--- src/rtl/key_debounce.sv ---
`default_nettype none
// ============================================================================
// Module      : key_debounce
// Description : Debounces one active-low mechanical push-button. A three-stage
//               synchroniser feeds edge detection and a four-state filter FSM
//               that requires CNT_MAX+1 stable clocks before confirming a
//               press or release. Emits a single-cycle key_flag pulse plus the
//               debounced level key_state (1 = released, 0 = pressed).
// Revision    : 1.0 - initial release
// ============================================================================
module key_debounce #(
    parameter int CNT_MAX = 999_999,
    parameter int CNT_W   = 20
) (
    input  logic Clk,
    input  logic Rst,
    input  logic key_in,
    output logic key_flag,
    output logic key_state
);

    // ------------------------------------------------------------------------
    // Constants
    // ------------------------------------------------------------------------
    localparam logic [1:0] c_IDLE    = 2'd0;
    localparam logic [1:0] c_FILTER0 = 2'd1;
    localparam logic [1:0] c_DOWN    = 2'd2;
    localparam logic [1:0] c_FILTER1 = 2'd3;

    localparam logic [CNT_W-1:0] c_CNT_MAX  = CNT_W'(CNT_MAX);
    localparam logic [CNT_W-1:0] c_CNT_ZERO = '0;
    localparam logic [CNT_W-1:0] c_CNT_ONE  = CNT_W'(1);

    // ------------------------------------------------------------------------
    // Signals
    // ------------------------------------------------------------------------
    logic             r_s0;
    logic             r_s1;
    logic             r_s2;
    logic             w_nedge;
    logic             w_pedge;
    logic             w_cnt_done;
    logic [1:0]       r_state;
    logic [CNT_W-1:0] r_cnt;

    // Bring the asynchronous pin into the clock domain; reset to "released"
    // so that a key held low across reset still produces a press edge.
    always_ff @(posedge Clk) begin
        if (Rst) begin
            r_s0 <= 1'b1;
            r_s1 <= 1'b1;
            r_s2 <= 1'b1;
        end else begin
            r_s0 <= key_in;
            r_s1 <= r_s0;
            r_s2 <= r_s1;
        end
    end

    // Edges are taken between the two settled stages only; r_s0 may still be
    // metastable and must not reach the FSM.
    assign w_nedge    = r_s2 & ~r_s1;
    assign w_pedge    = ~r_s2 & r_s1;
    assign w_cnt_done = (r_cnt == c_CNT_MAX);

    // Filter FSM: any opposite edge during a window aborts it silently, and
    // that abort takes priority over a window completing in the same cycle.
    always_ff @(posedge Clk) begin
        if (Rst) begin
            r_state   <= c_IDLE;
            r_cnt     <= c_CNT_ZERO;
            key_flag  <= 1'b0;
            key_state <= 1'b1;
        end else begin
            key_flag <= 1'b0;
            case (r_state)
                c_IDLE: begin
                    r_cnt <= c_CNT_ZERO;
                    if (w_nedge) begin
                        r_state <= c_FILTER0;
                    end
                end
                c_FILTER0: begin
                    if (w_pedge) begin
                        r_state <= c_IDLE;
                        r_cnt   <= c_CNT_ZERO;
                    end else if (w_cnt_done) begin
                        r_state   <= c_DOWN;
                        r_cnt     <= c_CNT_ZERO;
                        key_flag  <= 1'b1;
                        key_state <= 1'b0;
                    end else begin
                        r_cnt <= r_cnt + c_CNT_ONE;
                    end
                end
                c_DOWN: begin
                    r_cnt <= c_CNT_ZERO;
                    if (w_pedge) begin
                        r_state <= c_FILTER1;
                    end
                end
                c_FILTER1: begin
                    if (w_nedge) begin
                        r_state <= c_DOWN;
                        r_cnt   <= c_CNT_ZERO;
                    end else if (w_cnt_done) begin
                        r_state   <= c_IDLE;
                        r_cnt     <= c_CNT_ZERO;
                        key_flag  <= 1'b1;
                        key_state <= 1'b1;
                    end else begin
                        r_cnt <= r_cnt + c_CNT_ONE;
                    end
                end
                default: begin
                    r_state <= c_IDLE;
                    r_cnt   <= c_CNT_ZERO;
                end
            endcase
        end
    end

endmodule
`default_nettype wire
--- config.mk ---
export PLATFORM = sky130hd
export DESIGN_NAME = key_debounce
export DESIGN_NICKNAME = d
export VERILOG_FILES = /design/src/rtl/key_debounce.sv
export SDC_FILE = /design/constraint.sdc
export NUM_CORES = 1
export LEC_CHECK = 0
export CAP_MARGIN = 30
export CORE_MARGIN = 1
export CORE_UTILIZATION = 60
export DETAILED_ROUTE_END_ITERATION = 8
export HOLD_SLACK_MARGIN = 0.15
export PLACE_DENSITY_LB_ADDON = 0.1
export SLEW_MARGIN = 20
export SYNTH_ARGS = -nofsm -noshare
export SYNTH_HDL_FRONTEND = slang
export SYNTH_SLANG_ARGS = --single-unit
--- constraint.sdc ---
create_clock -name Clk -period 5.4 [get_ports Clk]
set_clock_uncertainty 0.15 [all_clocks]
set_input_delay 1.08 -clock Clk [delete_from_list [all_inputs] [get_ports Clk]]
set_output_delay 1.08 -clock Clk [all_outputs]
set_load 0.01 [all_outputs]
==> out/metrics.yaml <==
maxCapViolCount: 0
max_freq_mhz: 396
ir_worst_vdd_mv: 0.229
multi_input_area_um2: 652
cts_buffer_depth: 2
antenna_found_initial: 0
max-slew-margin-rel_pct: 40.5
cts_tree: "built"
synth_ff_type: "dfxtp_1"
worstSetupEndpointType: "output pin"
seq_power_share_pct: 67.1
grt_pass1_vias: 744
cts_root_buffer: "clkbuf_4"
slowest_stage: "clkdlybuf4s50_1"
remaining_drc_errors: 0
syn-num-nets: 135
die_width_um: 47.6
drv_slew: 0
post_cts_resized: 0
netlist.area_leader.share_pct: 43.4
internal_power_mw: 0.235
gp_congestion: 0.878
synthDistinctLibCells: 41
netlist_instances: 131
core_area_um2: 1960
fin_crit_ns: 2.52
viasPerCell: 5.70
synth.most_common_cell: "dfxtp_1"
dp_hpwl_um: 1460
track_usage_pct: 21.0
std_cell_rows: 16
async_flop_share_pct: 0
cts.sinks: 27
ys_seq_area_share_pct: 43.4
synthTopCellsByArea: "dfxtp_1 43%, xor2_1 9.1%, nor2_1 5.4%"
start_util_pct: 63.5
slowest_delay_ns: 0.56
htree_levels: 1
io_buffers: 4
drt_iter0_markers: 10
cts_buffers: 3
place_area_um2: 1280
crit_chain: "clkdlybuf4s50_1"
p_leak_nw: 0.457
num_vias: 918
n_antenna_cell: 0
hold_path_class: "reg -> reg"
power_frac_comb_pct: 2.3
tightest_slew_ns: 0.893
clock_latency_ns: 0.34
crit_buf_inv: 1
grt_start_max_net_pins: 21
start_kind: "register"
path_delay_family: "buffers and inverters"
ant_nets: 0
seq_area_um2: 541
ys_seq_elements: 27
drive_gt1_share_pct: 11.2
fin_setup_tns_ns: 0
ys.warnings.count: 0
p_clk_share_pct: 30.6
dieArea_um2: 2260
postCtsHoldBufs: 0
path_clk_slew_ns: 0.15
fill_cells: 184
num_io_pins: 5
swShare_pct: 22.3
final_nets: 139
yosys.area.top_type: "dfxtp_1"
cellPowerDensity_nw_per_um2: 230
syn_area_um2: 1250
fin_crit_sh_pct: 46.8
fin_area_um2: 1310
syn2layout_area_growth_pct: 5.32
routed_wl_um: 2020
syn_avg_cell_area_um2: 9.51
critPathArrivalTime_ns: 1.29
cts_setup_buffers: 0
crit_required_ns: 4.17
critPathKind: "reg -> out"
synth_commonest_cells: "27 x dfxtp_1, 18 x nor2_1, 13 x xor2_1, 6 x nand3_1, 6 x nand4_1"
wl_per_cell_um: 12.6
setup_violations: 0
grt_first_pass_wirelength_um: 3180
dr.pass1.iters: 3
hold_viol_final: 0
rsz0062_at_grt: "no"
overflow: 0
outcome: "completed"
synth_edf_count: 0
switching_power_mw: 0.0672
die_y_um: 47.6
cp_max_fo: 3
## cell families after synthesis
group	after synthesis	share of synthesized area (%)
compound gates	20	11.9
buf+inv	9	4.32
flops	27	43.4
simple gates	60	29.5
fa+ha+maj	1	1.00
xor+xnor	14	9.84
## layout by cell type, fill, tap and decap left out, types with 2 or more instances in the layout
cell,count
dfxtp_1,27
nor2_1,18
xor2_1,13
nand3_1,6
nand4_1,6
and4_1,5
a21oi_1,5
inv_1,4
clkdlybuf4s50_1,4
o21ai_0,3
o31ai_1,3
nand2_1,3
or2_2,3
clkbuf_4,3
and4b_1,2
nor4_1,2
nand2b_1,2
o21ba_1,2
or3_1,2
## per-layer routing
metal | track usage [%] | routed length (um) | up-vias | share of wire, %
met2 | 35.1 | 957 | 6 | 47
met3 | 7.92 | 58 | 5 | 2.9
met4 | 8.33 | 35 | 0 | 1.7
met1 | 24.4 | 972 | 426 | 48
li1 | - | - | 481 | -
met5 | 0 | 0 | - | 0
## layout make-up
| cell class | instances | area share [%] |
|---|---|---|
| Clock buffer | 3 | 1.72 |
| Clock inverter | 1 | 0.667 |
| Inverter | 4 | 1.14 |
| Multi-Input combinational cell | 95 | 49.7 |
| Sequential cell | 27 | 41.2 |
| Tap cell | 27 | 2.57 |
| Timing Repair Buffer | 4 | 3.05 |
## power groups by stage
stage	logic (mW)	clock network (mW)	registers (mW)
final	0.00683	0.0925	0.202
after floorplan	0.00484	0	0.206
after detailed placement	0.00686	0	0.207
after global placement	0.00662	0	0.207
after CTS	0.00692	0.0967	0.202
after global routing	0.00761	0.106	0.203
## state kept, by name, summed over array words and instances (netlist names)
name	count
r_state	2
r_cnt	20
r_s2	1
key_flag	1
r_s0	1
key_state	1
r_s1	1
## final timing paths
path                                from  cells after the start  slack (ns)                    to
setup / recovery  key_state$_SDFFE_PP1P_                      1        2.88             key_state
hold / removal           r_s0$_SDFF_PP1_                      1        0.30       r_s1$_SDFF_PP1_
setup reg to reg     r_cnt[0]$_SDFF_PP0_                      5        2.98  r_cnt[18]$_SDFF_PP0_
hold reg to reg          r_s0$_SDFF_PP1_                      1        0.30       r_s1$_SDFF_PP1_
## per-stage QoR
stage / total power [mW] / utilization [%] / std cells / hold slack [ns] / worst slack (ns)
after CTS: 0.306 / 66.9 / 161 / 0.300 / 2.87
after floorplan: 0.211 / - / 131 / 0.239 / 3.57
after global placement: 0.213 / 65.3 / 157 / 0.250 / 2.66
after global routing: 0.317 / 66.9 / 161 / 0.327 / 2.82
final: 0.302 / 66.9 / 161 / 0.296 / 2.88
after detailed placement: 0.214 / 65.3 / 157 / 0.263 / 2.62
Power figures use the tool's default switching activity.
